File: src/rtl/i2c_regfile_ctrl_if.sv
// Byte-level bus between the I2C slave core and the register-file controller.
// The I2C slave core sits on the master modport and the controller on the slave modport.
interface i2c_regfile_ctrl_if;
    logic [7:0] slv_rx_data;
    logic       slv_rx_valid;
    logic       slv_wr_down;
    logic       slv_wr_up;
    logic       slv_write_ok;
    logic [7:0] slv_tx_data;
    logic       slv_data_incoming;

    // The I2C slave core drives the receive and status signals and takes the transmit byte.
    modport master (
        output slv_rx_data,
        output slv_rx_valid,
        output slv_wr_down,
        output slv_wr_up,
        output slv_write_ok,
        input  slv_tx_data,
        input  slv_data_incoming
    );

    // The register-file controller consumes received bytes and feeds the PISO.
    modport slave (
        input  slv_rx_data,
        input  slv_rx_valid,
        input  slv_wr_down,
        input  slv_wr_up,
        input  slv_write_ok,
        output slv_tx_data,
        output slv_data_incoming
    );
endinterface

File: src/rtl/i2c_regfile_ctrl.sv
// Register-file controller behind an I2C slave byte interface.
// A shared pointer is loaded by the first byte of a master write, auto-increments
// on each data byte and on each transmit load. A local write port shares the
// register file, and I2C writes win same-address collisions.
module i2c_regfile_ctrl #(
    parameter int NREGS = 8,
    parameter int PW    = $clog2(NREGS)
) (
    input  logic                 clock,
    input  logic                 reset,
    i2c_regfile_ctrl_if.slave    slv,
    input  logic                 lcl_we,
    input  logic [PW-1:0]        lcl_addr,
    input  logic [7:0]           lcl_wdata,
    output logic                 lcl_collide,
    output logic                 tx_underrun,
    output logic [PW-1:0]        ptr,
    output logic [8*NREGS-1:0]   regs_flat
);

    typedef enum logic [1:0] {
        ST_IDLE,
        ST_PTR,
        ST_DATA
    } rx_state_t;

    rx_state_t  state_q;
    rx_state_t  state_d;

    logic       wr_down_q;
    logic       wr_up_r;
    logic       wr_up_q;

    logic [7:0] regs [NREGS];

    logic       ptr_load;
    logic       i2c_we;
    logic       rx_accept;
    logic       tx_rise;
    logic       tx_load;
    logic       tx_block;
    logic       lcl_hit;
    logic       lcl_ok;

    // Receive FSM next state: the first byte after the address ACK is the pointer, the rest are data.
    always_comb begin
        state_d  = state_q;
        ptr_load = 1'b0;
        i2c_we   = 1'b0;
        case (state_q)
            ST_IDLE: begin
                if (slv.slv_wr_down && !wr_down_q) begin
                    state_d = ST_PTR;
                end
            end
            ST_PTR: begin
                if (slv.slv_rx_valid) begin
                    ptr_load = 1'b1;
                    state_d  = ST_DATA;
                end
                if (!slv.slv_wr_down) begin
                    state_d = ST_IDLE;
                end
            end
            ST_DATA: begin
                if (slv.slv_rx_valid) begin
                    i2c_we = 1'b1;
                end
                if (!slv.slv_wr_down) begin
                    state_d = ST_IDLE;
                end
            end
            default: begin
                state_d = ST_IDLE;
            end
        endcase
    end

    // Arbitration between receive, transmit and the local port for this cycle.
    always_comb begin
        rx_accept = ptr_load | i2c_we;
        tx_rise   = wr_up_r & ~wr_up_q;
        tx_load   = tx_rise & slv.slv_write_ok & ~rx_accept;
        tx_block  = tx_rise & ~tx_load;
        lcl_hit   = lcl_we & i2c_we & (lcl_addr == ptr);
        lcl_ok    = lcl_we & ~lcl_hit;
    end

    // Receive FSM state register.
    always_ff @(posedge clock) begin
        if (reset) begin
            state_q <= ST_IDLE;
        end else begin
            state_q <= state_d;
        end
    end

    // wr_down tracks the pin even through reset, so a transaction already open at reset release is not mistaken for a new one.
    always_ff @(posedge clock) begin
        wr_down_q <= slv.slv_wr_down;
    end

    // Two-stage wr_up history; clearing both on reset makes a level already high at release count as a rise.
    always_ff @(posedge clock) begin
        if (reset) begin
            wr_up_r <= 1'b0;
            wr_up_q <= 1'b0;
        end else begin
            wr_up_r <= slv.slv_wr_up;
            wr_up_q <= wr_up_r;
        end
    end

    // Shared pointer: receive activity takes precedence over a transmit load in the same cycle.
    always_ff @(posedge clock) begin
        if (reset) begin
            ptr <= '0;
        end else if (ptr_load) begin
            ptr <= slv.slv_rx_data[PW-1:0];
        end else if (i2c_we || tx_load) begin
            ptr <= ptr + PW'(1);
        end
    end

    // Register file: I2C data writes and local writes land together unless they target the same register.
    always_ff @(posedge clock) begin
        if (reset) begin
            for (int i = 0; i < NREGS; i++) begin
                regs[i] <= 8'h00;
            end
        end else begin
            for (int i = 0; i < NREGS; i++) begin
                if (i2c_we && (ptr == PW'(i))) begin
                    regs[i] <= slv.slv_rx_data;
                end else if (lcl_ok && (lcl_addr == PW'(i))) begin
                    regs[i] <= lcl_wdata;
                end
            end
        end
    end

    // Registered outputs; the transmit byte holds between loads so the slave can sample it at leisure.
    always_ff @(posedge clock) begin
        if (reset) begin
            slv.slv_tx_data       <= 8'h00;
            slv.slv_data_incoming <= 1'b0;
            lcl_collide           <= 1'b0;
            tx_underrun           <= 1'b0;
        end else begin
            if (tx_load) begin
                slv.slv_tx_data <= regs[ptr];
            end
            slv.slv_data_incoming <= tx_load;
            lcl_collide           <= lcl_hit;
            tx_underrun           <= tx_block;
        end
    end

    // Flatten the register array for chip configuration.
    always_comb begin
        regs_flat = '0;
        for (int i = 0; i < NREGS; i++) begin
            regs_flat[8*i +: 8] = regs[i];
        end
    end

endmodule

File: src/flat_wrapper.sv
// flat-port wrapper written by rule: the top's interface ports become plain ports
module i2c_regfile_ctrl_flat 
#(
    parameter int NREGS = 8,
    parameter int PW    = $clog2(NREGS)
)
  (clock, reset, lcl_we, lcl_addr, lcl_wdata, lcl_collide, tx_underrun, ptr, regs_flat, slv_slv_rx_data, slv_slv_rx_valid, slv_slv_wr_down, slv_slv_wr_up, slv_slv_write_ok, slv_slv_tx_data, slv_slv_data_incoming);
  i2c_regfile_ctrl_if slv_i ();
  input  logic clock;
  input  logic reset;
  input  logic lcl_we;
  input  logic [PW-1:0] lcl_addr;
  input  logic [7:0] lcl_wdata;
  output logic lcl_collide;
  output logic tx_underrun;
  output logic [PW-1:0] ptr;
  output logic [8*NREGS-1:0] regs_flat;
  input wire logic [$bits(slv_i.slv_rx_data)-1:0] slv_slv_rx_data;
  input wire logic [$bits(slv_i.slv_rx_valid)-1:0] slv_slv_rx_valid;
  input wire logic [$bits(slv_i.slv_wr_down)-1:0] slv_slv_wr_down;
  input wire logic [$bits(slv_i.slv_wr_up)-1:0] slv_slv_wr_up;
  input wire logic [$bits(slv_i.slv_write_ok)-1:0] slv_slv_write_ok;
  output wire logic [$bits(slv_i.slv_tx_data)-1:0] slv_slv_tx_data;
  output wire logic [$bits(slv_i.slv_data_incoming)-1:0] slv_slv_data_incoming;
  assign slv_i.slv_rx_data = slv_slv_rx_data;
  assign slv_i.slv_rx_valid = slv_slv_rx_valid;
  assign slv_i.slv_wr_down = slv_slv_wr_down;
  assign slv_i.slv_wr_up = slv_slv_wr_up;
  assign slv_i.slv_write_ok = slv_slv_write_ok;
  assign slv_slv_tx_data = slv_i.slv_tx_data;
  assign slv_slv_data_incoming = slv_i.slv_data_incoming;
  i2c_regfile_ctrl #(.NREGS(NREGS), .PW(PW)) u_core (.clock(clock), .reset(reset), .slv(slv_i), .lcl_we(lcl_we), .lcl_addr(lcl_addr), .lcl_wdata(lcl_wdata), .lcl_collide(lcl_collide), .tx_underrun(tx_underrun), .ptr(ptr), .regs_flat(regs_flat));
endmodule
File: config.mk
export PLATFORM = sky130hd
export DESIGN_NAME = i2c_regfile_ctrl_flat
export DESIGN_NICKNAME = d
export VERILOG_FILES = /design/src/rtl/i2c_regfile_ctrl_if.sv /design/src/rtl/i2c_regfile_ctrl.sv /design/src/flat_wrapper.sv
export SDC_FILE = /design/constraint.sdc
export NUM_CORES = 1
export LEC_CHECK = 0
export ABC_AREA = 0
export BUFFER_PORTS_ARGS = -buffer_cell sky130_fd_sc_hd__buf_2
export CORE_ASPECT_RATIO = 0.5
export CORE_MARGIN = 3
export CORE_UTILIZATION = 45
export CTS_BUF_LIST = sky130_fd_sc_hd__clkbuf_8
export DETAILED_ROUTE_END_ITERATION = 8
export PLACE_DENSITY = 0.73
export SLEW_MARGIN = 15
export SYNTH_ARGS = -nofsm -noshare
export SYNTH_HDL_FRONTEND = slang
export SYNTH_SLANG_ARGS = --single-unit
File: constraint.sdc
create_clock -name clock -period 2.2 [get_ports clock]
set_input_delay 0.11 -clock clock [delete_from_list [all_inputs] [get_ports clock]]
set_output_delay 0.11 -clock clock [all_outputs]
set_load 0.05 [all_outputs]
; ---- Word-level counts from Yosys, hierarchy flattened
; Memories as Yosys holds them, arrays and structs flattened. A register that Yosys moved wholly into a read port is not among the register bits.
; Index checks and enable logic that the tools add are counted.
[totals]
reg_bits = 11
latchBits = 0
ram_bits = 64
rom_bits = 0
input_bits = 26
output_inout_bits = 78
wordCells = 166
n_memories = 1
[memory_table]
columns = memory, words, word_bits, read_ports, rd_ports_with_merged_regs, write_ports, line
row1 = u_core.regs, 8, 8, 9, 1, 8, i2c_regfile_ctrl.sv:34  ; logic [7:0] regs [NREGS];
[classes]
addsub = 1
n_mul = 0
div = 0
n_lt_le_gt_ge = 0
n_eq_ne = 20
shifts = 0
mux = 84
bitwise = 28
n_reduce_logical = 24
[ops]
columns = operator, n
row1 = $mux 8, 16
row2 = $mux 1, 61
row3 = $eq 3x3->1 const B, 8
row4 = $logic_and 1x1->1, 17
row5 = $or 1x1->1, 17
row6 = $eq 3x2->1 const B, 4
row7 = $mux 2, 4
row8 = $and 1x1->1, 7
row9 = $eq 3x1->1 const B, 2
row10 = $logic_not 3->1, 2
row11 = $mux 3, 2
row12 = $pmux 2 s3, 1
row13 = $not 1->1, 4
row14 = $add 3x1->3 const B, 1
row15 = $eq 3x3->1, 1
row16 = $ne 3x3->1 const B, 1
row17 = $reduce_and 3->1, 1
row18 = $eq 2x1->1 const B, 1
row19 = $eq 2x2->1 const B, 1
row20 = $logic_not 2->1, 1
row21 = $ne 2x1->1 const B, 1
row22 = $ne 2x2->1 const B, 1
row23 = $reduce_bool 2->1, 1
row24 = $logic_not 1->1, 1
row25 = $logic_or 1x1->1, 1

; ---- Longest topological paths before layout
[logic_depth]
word_depth = 12
depth_mapped = 9
mapped_depth_nobuf = 6

; ---- Worst setup path after synthesis
; Ideal clock, no wire load.
[synth_timing]
kind = flip-flop to flip-flop
start = register u_core.ptr[0]
end = memory u_core.regs[6][0], data pin
setup_time_ps = 260
arrival_time_ps = 2530
required_ps = 1940
slack_ps = -590
path_stages_with_launch = 10
n_path_buf = 3
period_less_slack_ps = 2790
path_cell_list = dfxtp_1 > buf_2 > buf_4 > inv_1 > ha_1 > nand3_1 > nor3_1 > or3_1 > buf_4 > mux2_4
[synth_lines]
columns = item, line
row1 = "start, declared", i2c_regfile_ctrl.sv:17  ; output logic [PW-1:0] ptr,
row2 = "start signal, assigned", i2c_regfile_ctrl.sv:119  ; ptr <= slv.slv_rx_data[PW-1:0];
row3 = "start signal, assigned", i2c_regfile_ctrl.sv:121  ; ptr <= ptr + PW'(1);
row4 = "end, declared", i2c_regfile_ctrl.sv:34

==> reports/results.ini <==
[setup_path]
required_ps=2320
critPathMostFrequentCell=buf_4
max_stage_delay_ps=500
worstSetupStartpoint=u_core.ptr[1]
worst-setup-path-type=reg -> reg
critPathMaxFanout=8
cp_slowest_cell=or4b_1
cp-end-kind=flop
cp_cell_sequence=xor2_2 > nor4_4 > buf_4 > or4b_1 > buf_4 > mux2_4
critPathLaunchType=flop
reg2reg_from=u_core.ptr[1]
arrival_ps=2220

[timing]
rsz0062_at_grt=false
fin_crit_ps=2110
setup_viol=0
maxSlewViolCount=0
timing.setup.tns_ps=0
worst_pin_slew_ps=864
hold_viol=0
period_share_pct=95.8
whs_ps=64.8
fin_skew_ps=7.25
fmax_mhz=474
slew-limit-headroom_pct=42.1

[place]
numPortBuffers=103
dpl_cell_area_mm2=0.00513
hpwlAfterDp_um=8660
placed_cells_incl_taps=549
gp_congestion=0.922

[clocking]
numCtsBuffers=9
cts_sinks=83
clkSlewWorstSetupHoldPaths_ps=80
ctsRootBufferMaster=clkbuf_8
ctsLongestPathBuffers=2
htreeDepth=3
clk_latency_ps=360
cts_tree=done

[global_route]
antenna_found_initial=0
grt_max_degree=35
grt_usage_pct=21.3
first_global_vias=3188
grt_overflow_total=0
grt_pass1_wl_um=17500

[die]
rows=24
chipHeight_um=75.7
start_util_pct=48.2
fp.coreArea_mm2=0.00907
die-area_mm2=0.0110
die_w_um=145
ios=104

[drt]
wl_um=11700
drt-wirelength-per-cell_um=20.7
ant_nets=0
avgViaCountPerCell=5.93
drtIter0Drc=382
drc=0
first_pass_iters=5
num_vias=3360

[worst_hold_path]
hold_path.class=in -> reg
hp-start=reset

[synthesis]
ys_seq_area_share_pct=52.7
synthFlopType=edfxtp_1
syn_inst=323
yosys-top-cells-area=edfxtp_1 (44%), a22o_1 (9.6%), dfxtp_1 (8.7%), mux4_2 (8.3%), mux2_4 (5.5%)
synth-edff-count=64
syn_area_mm2=0.00437
ys_ff_latch=83
synth_fp_nets=355
synth_top_area_share_pct=44.0
synth_area_leader_cell=edfxtp_1
avgSynthCellArea_um2=13.5
synth_warnings=0
async_reset_ff_share_pct=0
synth_cell_types=48

[power]
fin_total_pwr_uw=3880
vdd_drop_max_mv=0.358
power_density_mw_per_mm2=717
p_leak_uw=0.00224

[cells_and_area]
num_antenna_cells=0
mostFrequentLayoutCells=buf_2 (103), edfxtp_1 (64), a22o_1 (48)
area_delta_synth_final_pct=24.0
fin_cells=567
final_area_mm2=0.00542
fin_nets=464
final_common_cell=buf_2
drive_above_1_share_pct=44.6
num-fill-cells=722

[status]
status=complete, no violations

[flow_run]
maxCapViolations=0

[flip-flops by register name (all words and copies together) (netlist names), 2 cells and up]
name and cells:
u_core.ptr 3, u_core.slv.slv_tx_data 8, u_core.state_q 2, u_core.regs 64
[Yosys cell counts, types with 3 or more instances]
library cell,n
or3_1,4
buf_2,5
inv_1,3
buf_1,14
mux4_2,16
a22o_1,48
mux2_4,16
dfxtp_1,19
clkbuf_1,9
a21oi_1,5
a211o_1,3
edfxtp_1,64
xor2_1,4
buf_4,3
a211oi_1,3
nand2b_1,3
nor2b_1,16
nand3_1,3
a311oi_1,8
nor3_1,3
nor2_1,15
and2_1,3
ha_1,6
nand2_1,19
[layout make-up]
cell class              instances  area, µm²  share of cell area [%]
multi-input cells             204       1960                    36.3
well taps                     130        163                    3.00
clock inverters                 6       88.8                    1.64
inverters                       4       16.3                   0.300
repair buffers                130        736                    13.6
flip-flops and latches         83       2310                    42.7
clock buffers                  10        138                    2.54
[through the flow]
| step | util [%] | setup slack (ps) |
|---|---|---|
| floorplan | - | 20.1 |
| global placement | 56.5 | 85.2 |
| detailed placement | 56.5 | 1.10 |
| CTS | 59.3 | 59.0 |
| global route | 59.7 | 25.5 |
| finish | 59.7 | 92.3 |
[cell families (layout without fill, tap and decap cells)]
| family | Yosys count | after routing | share of synthesized area [%] |
|---|---|---|---|
| buffers and inverters | 36 | 150 | 3.67 |
| AND/OR/NAND/NOR | 83 | 83 | 11.3 |
| AO/OA/AOI/OAI | 78 | 78 | 15.7 |
| XOR/XNOR | 4 | 4 | 0.802 |
| multiplexers | 33 | 33 | 14.0 |
| flip-flops | 83 | 83 | 52.7 |
| adder cells (fa/ha/maj) | 6 | 6 | 1.72 |
[final timing paths]
check,endpoint,slack [ps],cells past startpoint
setup / recovery,u_core.regs[7][3],90,6
hold / removal,u_core.ptr[0],60,2
setup reg to reg,u_core.regs[7][3],90,6
hold reg to reg,u_core.tx_underrun,430,1
[repair_timing]
item	CTS	global route
endpoints found under the hold margin	2	0
hold buffers	2	0
endpoints found under the setup margin	8	47
cloned	0	0
gates resized for setup	1	6
buffers inserted	0	0
[worst max-delay path, delay by kind of cell, from the launching register on]
| kind | cells | cell delay (ps) |
|---|---|---|
| AND/OR/NAND/NOR | 2 | 600 |
| XOR/XNOR | 1 | 230 |
| buffers and inverters | 2 | 360 |
| multiplexers | 1 | 300 |
| flip-flops | 1 | 370 |
[layer usage]
metal	wire (µm)	GRT usage [%]	vias up
met2	5400	34.5	196
met5	0	0	-
li1	-	-	1497
met3	1020	5.41	17
met4	120	6.31	0
met1	5210	29.3	1650
[report_power, final]
group	total, µW	internal, µW	leakage (µW)	switching, µW
logic	809	243	0.00131	566
clock network	1240	672	0.000114	570
registers	1830	1780	0.000812	51.1
total	3880	2700	0.00224	1190
Power figures use the tool's default switching activity.
